## src/rtl/ppi_pkg.sv

```systemverilog
// Shared definitions for the i8255 bus master: FSM states, register addresses
// and control-word layout.
package ppi_pkg;

  typedef enum logic [1:0] {
    ST_IDLE   = 2'd0,
    ST_SETUP  = 2'd1,
    ST_STROBE = 2'd2,
    ST_HOLD   = 2'd3
  } ppi_state_t;

  typedef logic [1:0] ppi_addr_t;

  localparam ppi_addr_t PPI_PORT_A = 2'd0;
  localparam ppi_addr_t PPI_PORT_B = 2'd1;
  localparam ppi_addr_t PPI_PORT_C = 2'd2;
  localparam ppi_addr_t PPI_CTRL   = 2'd3;

  // Bit 7 set selects mode definition; clear selects port C bit set/reset.
  localparam logic [7:0] PPI_MODE_SET = 8'h80;
  localparam int PPI_FLAG_BIT = 7;

  localparam int PPI_GA_MODE_LSB = 5;
  localparam int PPI_GA_MODE_MSB = 6;
  localparam int PPI_PA_DIR_BIT  = 4;
  localparam int PPI_PCU_DIR_BIT = 3;
  localparam int PPI_GB_MODE_BIT = 2;
  localparam int PPI_PB_DIR_BIT  = 1;
  localparam int PPI_PCL_DIR_BIT = 0;

  function automatic logic [7:0] ppi_mode_word(input logic [1:0] gaMode, input logic paIn,
                                               input logic pcuIn, input logic gbMode,
                                               input logic pbIn, input logic pclIn);
    logic [7:0] w;
    w = PPI_MODE_SET;
    w[PPI_GA_MODE_MSB:PPI_GA_MODE_LSB] = gaMode;
    w[PPI_PA_DIR_BIT]  = paIn;
    w[PPI_PCU_DIR_BIT] = pcuIn;
    w[PPI_GB_MODE_BIT] = gbMode;
    w[PPI_PB_DIR_BIT]  = pbIn;
    w[PPI_PCL_DIR_BIT] = pclIn;
    return w;
  endfunction

endpackage

```

## src/rtl/ppi_bus_master_if.sv

```systemverilog
// CPU request/done handshake plus split i8255 bus lines between the master
// and its surroundings.
interface ppi_bus_master_if;
  import ppi_pkg::*;

  logic       req;
  logic       wr;
  ppi_addr_t  addr_in;
  logic [7:0] wdata;
  logic       ready;
  logic       done;
  logic [7:0] rdata;
  logic       ncs;
  logic       nrd;
  logic       nwr;
  ppi_addr_t  addr;
  logic [7:0] data_out;
  logic       data_oe;
  logic [7:0] data_in;

  modport master (
    input  req, wr, addr_in, wdata, data_in,
    output ready, done, rdata, ncs, nrd, nwr, addr, data_out, data_oe
  );

  modport slave (
    output req, wr, addr_in, wdata, data_in,
    input  ready, done, rdata, ncs, nrd, nwr, addr, data_out, data_oe
  );

endinterface

```

## src/rtl/ppi_bus_master.sv

```systemverilog
// Turns a single request/done handshake into an i8255 read or write cycle with
// programmable setup, strobe and hold widths. All bus outputs are registered.
module ppi_bus_master
  import ppi_pkg::*;
#(
  parameter int SETUP_CYC  = 1,
  parameter int STROBE_CYC = 2,
  parameter int HOLD_CYC   = 1
) (
  input logic              clk,
  input logic              reset,
  ppi_bus_master_if.master bus
);

  localparam logic [7:0] SETUP_LOAD  = 8'(SETUP_CYC - 1);
  localparam logic [7:0] STROBE_LOAD = 8'(STROBE_CYC - 1);
  localparam logic [7:0] HOLD_LOAD   = 8'(HOLD_CYC - 1);

  ppi_state_t state;
  logic [7:0] cnt;
  logic       isWrite;

  // Outputs are updated on the transition into each state, so the bus pins
  // always reflect the current state with no decode after the flops.
  always_ff @(posedge clk) begin
    if (reset) begin
      state        <= ST_IDLE;
      cnt          <= 8'd0;
      isWrite      <= 1'b0;
      bus.ready    <= 1'b1;
      bus.done     <= 1'b0;
      bus.rdata    <= 8'h00;
      bus.ncs      <= 1'b1;
      bus.nrd      <= 1'b1;
      bus.nwr      <= 1'b1;
      bus.addr     <= PPI_CTRL;
      bus.data_out <= 8'h00;
      bus.data_oe  <= 1'b0;
    end else begin
      bus.done <= 1'b0;
      case (state)
        ST_IDLE: begin
          if (bus.req) begin
            isWrite      <= bus.wr;
            bus.addr     <= bus.addr_in;
            bus.data_out <= bus.wdata;
            bus.data_oe  <= bus.wr;
            bus.ncs      <= 1'b0;
            bus.ready    <= 1'b0;
            cnt          <= SETUP_LOAD;
            state        <= ST_SETUP;
          end
        end
        ST_SETUP: begin
          if (cnt == 8'd0) begin
            cnt   <= STROBE_LOAD;
            state <= ST_STROBE;
            if (isWrite) bus.nwr <= 1'b0;
            else         bus.nrd <= 1'b0;
          end else begin
            cnt <= cnt - 8'd1;
          end
        end
        ST_STROBE: begin
          // Read data is sampled on the edge that ends the strobe, while nrd is still low.
          if (cnt == 8'd0) begin
            if (!isWrite) bus.rdata <= bus.data_in;
            bus.nrd <= 1'b1;
            bus.nwr <= 1'b1;
            cnt     <= HOLD_LOAD;
            state   <= ST_HOLD;
          end else begin
            cnt <= cnt - 8'd1;
          end
        end
        ST_HOLD: begin
          if (cnt == 8'd0) begin
            bus.ncs     <= 1'b1;
            bus.data_oe <= 1'b0;
            bus.ready   <= 1'b1;
            bus.done    <= 1'b1;
            state       <= ST_IDLE;
          end else begin
            cnt <= cnt - 8'd1;
          end
        end
        default: state <= ST_IDLE;
      endcase
    end
  end

endmodule

```

## src/flat_wrapper.sv

```systemverilog
// flat-port wrapper written by rule: the top's interface ports become plain ports
module ppi_bus_master_flat import ppi_pkg::*;
#(
  parameter int SETUP_CYC  = 1,
  parameter int STROBE_CYC = 2,
  parameter int HOLD_CYC   = 1
)
  (clk, reset, bus_req, bus_wr, bus_addr_in, bus_wdata, bus_data_in, bus_ready, bus_done, bus_rdata, bus_ncs, bus_nrd, bus_nwr, bus_addr, bus_data_out, bus_data_oe);
  ppi_bus_master_if bus_i ();
  input logic clk;
  input logic reset;
  input wire logic [$bits(bus_i.req)-1:0] bus_req;
  input wire logic [$bits(bus_i.wr)-1:0] bus_wr;
  input wire logic [$bits(bus_i.addr_in)-1:0] bus_addr_in;
  input wire logic [$bits(bus_i.wdata)-1:0] bus_wdata;
  input wire logic [$bits(bus_i.data_in)-1:0] bus_data_in;
  output wire logic [$bits(bus_i.ready)-1:0] bus_ready;
  output wire logic [$bits(bus_i.done)-1:0] bus_done;
  output wire logic [$bits(bus_i.rdata)-1:0] bus_rdata;
  output wire logic [$bits(bus_i.ncs)-1:0] bus_ncs;
  output wire logic [$bits(bus_i.nrd)-1:0] bus_nrd;
  output wire logic [$bits(bus_i.nwr)-1:0] bus_nwr;
  output wire logic [$bits(bus_i.addr)-1:0] bus_addr;
  output wire logic [$bits(bus_i.data_out)-1:0] bus_data_out;
  output wire logic [$bits(bus_i.data_oe)-1:0] bus_data_oe;
  assign bus_i.req = bus_req;
  assign bus_i.wr = bus_wr;
  assign bus_i.addr_in = bus_addr_in;
  assign bus_i.wdata = bus_wdata;
  assign bus_i.data_in = bus_data_in;
  assign bus_ready = bus_i.ready;
  assign bus_done = bus_i.done;
  assign bus_rdata = bus_i.rdata;
  assign bus_ncs = bus_i.ncs;
  assign bus_nrd = bus_i.nrd;
  assign bus_nwr = bus_i.nwr;
  assign bus_addr = bus_i.addr;
  assign bus_data_out = bus_i.data_out;
  assign bus_data_oe = bus_i.data_oe;
  ppi_bus_master #(.SETUP_CYC(SETUP_CYC), .STROBE_CYC(STROBE_CYC), .HOLD_CYC(HOLD_CYC)) u_core (.clk(clk), .reset(reset), .bus(bus_i));
endmodule
```

## config.mk

```make
export PLATFORM = sky130hd
export DESIGN_NAME = ppi_bus_master_flat
export DESIGN_NICKNAME = d
export VERILOG_FILES = /design/src/rtl/ppi_pkg.sv /design/src/rtl/ppi_bus_master_if.sv /design/src/rtl/ppi_bus_master.sv /design/src/flat_wrapper.sv
export SDC_FILE = /design/constraint.sdc
export NUM_CORES = 1
export LEC_CHECK = 0
export CORE_ASPECT_RATIO = 0.8
export CORE_MARGIN = 10
export CORE_UTILIZATION = 32
export CTS_CLUSTER_DIAMETER = 200
export DETAILED_ROUTE_END_ITERATION = 10
export REMOVE_ABC_BUFFERS = 1
export SLEW_MARGIN = 10
export SYNTH_ARGS = -nofsm -noshare
export SYNTH_HDL_FRONTEND = slang
export SYNTH_SLANG_ARGS = --single-unit
```

## constraint.sdc

```tcl
create_clock -name clk -period 1.62 [get_ports clk]
set_input_delay 0.324 -clock clk [delete_from_list [all_inputs] [get_ports clk]]
set_output_delay 0.324 -clock clk [all_outputs]
set_load 0.005 [all_outputs]
```

==> impl_results.md, run 1 <==
* Outcome: finished with violations
* Failing checks: negative setup slack
* Register area share after synthesis at between 40 and 50%
* Dominant cell type by area after synthesis: dfxtp_1
* Worst r2r src: u_core.cnt[0]
* CTS Sinks at 34
* H-tree depth at 2
* Slew Limit Fails at 0
* Initial antenna violation count at 0
* CTS tree: yes
* P_leak at 1.02 nW
* Die ar. at 8080 µm²
* Data arrival, critical path at about 1800 ps
* Wirelength, routed at ~4300 µm
* Post-synthesis async set-or-reset flop share at 0%
* Mapped cell area at ~1600 µm²
* Final setup margin at -10.8 ps
* Synth unique cells at 42
* Vias in the first global route at about 1,400
* Gr usage total at 10.5%
* Final net count at 272
* Hold path start: u_core.bus.data_out[2]
* Cts hold-fix bufs at 0
* Pwr/cell area at about 1700 nW/µm²
* Slew @ Worst Pin at approximately 320 ps
* Drt pass-1 iters at 4
* Site Rows at 22
* Worst EP required at ~1800 ps
* Vias at about 1,500
* CTS Buf Count at 5
* Io pins at between 40 and 50
* Wirelength per Cell at 14.2 µm
* Placed inst area at 2210 µm²
* Place WS at -102 ps
* Post-synth top flop: dfxtp_1
* Syn Area/Cell at between 8 and 9 µm²
* Reg clk slew, reported paths at roughly 70 ps
* Clk_skew at approximately 3.7 ps
* Die Height at slightly above 80 µm
* Area delta synth->final at 53.0%
* Port Buffers at 45
* Max-cap check violation count at 0
* R2r setup slk at -10 ps
* Starting DRT DRC Count at 82
* Clock buffer depth at 2
* Layout cells sized above 1 at roughly 23%
* Worst reg-to-reg path cell count at 7
* GP Congestion at between 0.8 and 0.9
* Maximum fanout along the worst path at 4
* Max Clock Freq at 613 MHz
* Largest net degree at the start of global routing at 20
* Seq cells post-synth at 34
* Total grt overflow at 0
* Crit end category: flip-flop
* Final worst path period share at 101%
* Min cycle time layout at ~1600 ps
* ANT cells at 0
* Critical Path Start Type: flip-flop
* Root buffer cell: clkbuf_8
* HPWL Detailed at ~3200 µm
* Starting density of the core at 33.5%
* Hold WC Path Type: flip-flop to flip-flop
* Share of the synthesized area in the top cell type at a little over two fifths
* Slew headroom at about four fifths
* Residual DRC at 0
* DRT antenna net count at 0
* Final hold vios at 0
* Hold path endpoint: u_core.bus.data_out[2]
* Via density at 4.77
* Warnings, synthesis at 0
* Max VDD drop at 0.000672 V
* Main area contributors after synthesis: dfxtp_1, nand2_1, a21oi_1
* Total negative slack at -10.8 ps
* Power consumption at 0.00402 W
* Final Util at between 50% and 60%
* Die Wd at between 90 and 100 µm
* Core area at ~4700 µm²
* RSZ-0062 raised after global routing: yes
* Reg2reg end: u_core.cnt[3]
* EDFF count, synth at 0
* Final setup violation count at 1
* WS Path Type: flip-flop to flip-flop
* Worst skew pair latency at around 270 ps
* WHS Path Cells at 2
* Final Instance Area at 2380 µm²
* Post-Synthesis Cells at approximately 180
* Global-route wire length before repair at about 7000 µm
metrics by stage:
step | cells | hold slack, ps
final | 305 | 452
after global routing | 305 | 488
after CTS | 304 | 457
after detailed placement | 296 | 448
after global placement | 296 | 442
after floorplan | 168 | 389
power by group:
part | internal [W] | switching (W)
clock network | 0.000288 | 0.000286
logic | 0.00117 | 0.00109
registers | 0.00103 | 0.000166
total | 0.00248 | 0.00154
area by class of cell:
| type | count | area [µm²] |
|---|---|---|
| clock buffers | 5 | 68.8 |
| clock inverters | 2 | 10.0 |
| fillers | 449 | 2270 |
| inverters | 6 | 22.5 |
| multi-input cells | 128 | 878 |
| flip-flops and latches | 34 | 684 |
| well taps | 60 | 75.1 |
| repair buffers | 70 | 646 |
state kept, by name (all words and copies together), names as in the netlist:
name	count
u_core.bus.data_out	8
u_core.bus.rdata	8
u_core.cnt	8
u_core.bus.addr	2
u_core.state	2
u_core.bus.data_oe	1
u_core.bus.done	1
u_core.bus.nrd	1
u_core.bus.nwr	1
u_core.bus.ready	1
u_core.isWrite	1
critical path, stage by stage, from the launching register on:
cell,delay (ps)
dfxtp_2,320
inv_2,60
ha_4,140
or4b_4,500
o21ai_4,180
buf_6,120
o41ai_2,60
a21oi_1,170
metal layers:
layer | routed length [µm] | share of wire (%) | vias to the layer above | GRT usage [%]
met1 | 2150 | 50 | 659 | 13.6
met5 | 0 | 0 | - | 0
li1 | - | - | 763 | -
met4 | 48 | 1.1 | 0 | 4.06
met2 | 1860 | 43 | 31 | 15.9
met3 | 264 | 6.1 | 2 | 3.32
synth_stat cells (all sizes together) (2+ instances only):
library cell  number
a21oi             18
a31oi              3
and2               2
buf                4
clkbuf             5
dfxtp             34
ha                 5
inv                6
mux2i              9
nand2             28
nand2b             5
nand3              6
nand3b             3
nand4b             2
nor2              14
nor3               4
o21ai              7
or4b               3
kinds of logic (layout without fill, tap and decap cells):
logic type | count (synthesis) | count (layout) | share of synthesized area (%)
fa+ha+maj | 5 | 5 | 4.01
mux | 9 | 9 | 5.78
flops | 34 | 34 | 43.7
simple gates | 73 | 73 | 25.0
buf+inv | 15 | 83 | 4.49
xor+xnor | 1 | 1 | 0.562
compound gates | 40 | 40 | 16.5
cell usage in the layout (no fill, tap or decap), drive strengths merged, types with 2 or more instances in the layout:
cell type / n
a21oi: 18
clkbuf: 5
nor3: 4
nand4b: 2
o21ai: 7
nand3: 6
nand2b: 5
nand2: 28
ha: 5
buf: 25
inv: 6
clkdlybuf4s50: 45
nor2: 14
a31oi: 3
mux2i: 9
nand3b: 3
and2: 2
or4b: 3
clkinv: 2
dfxtp: 34
timing repair:
action                                  4_1_cts  5_1_grt
gates resized for setup                      10       13
pin swaps                                     2       10
setup buffers                                 1        1
endpoints found under the setup margin        7       19
worst max-delay path by stage:
| stage | end | slack [ps] | cells past startpoint | from |
|---|---|---|---|---|
| global placement | u_core.cnt[7] | -130 | 4 | reset |
| CTS | u_core.cnt[6] | -1 | 5 | u_core.cnt[1] |
| detailed placement | u_core.cnt[3] | -100 | 5 | bus_req |
| finish | u_core.cnt[3] | -10 | 7 | u_core.cnt[0] |
| global route | u_core.cnt[3] | -100 | 7 | u_core.cnt[1] |
| floorplan | u_core.bus.rdata[0] | -190 | 6 | u_core.cnt[0] |
Note: power is estimated with default switching activity, not from simulation.
==> inputs of run 2 (changes only) <==
CAP_MARGIN = 20   (was not set)
==> results of run 2 <==
Same layout as run 1: the final DEF is identical, and so are final timing and power.
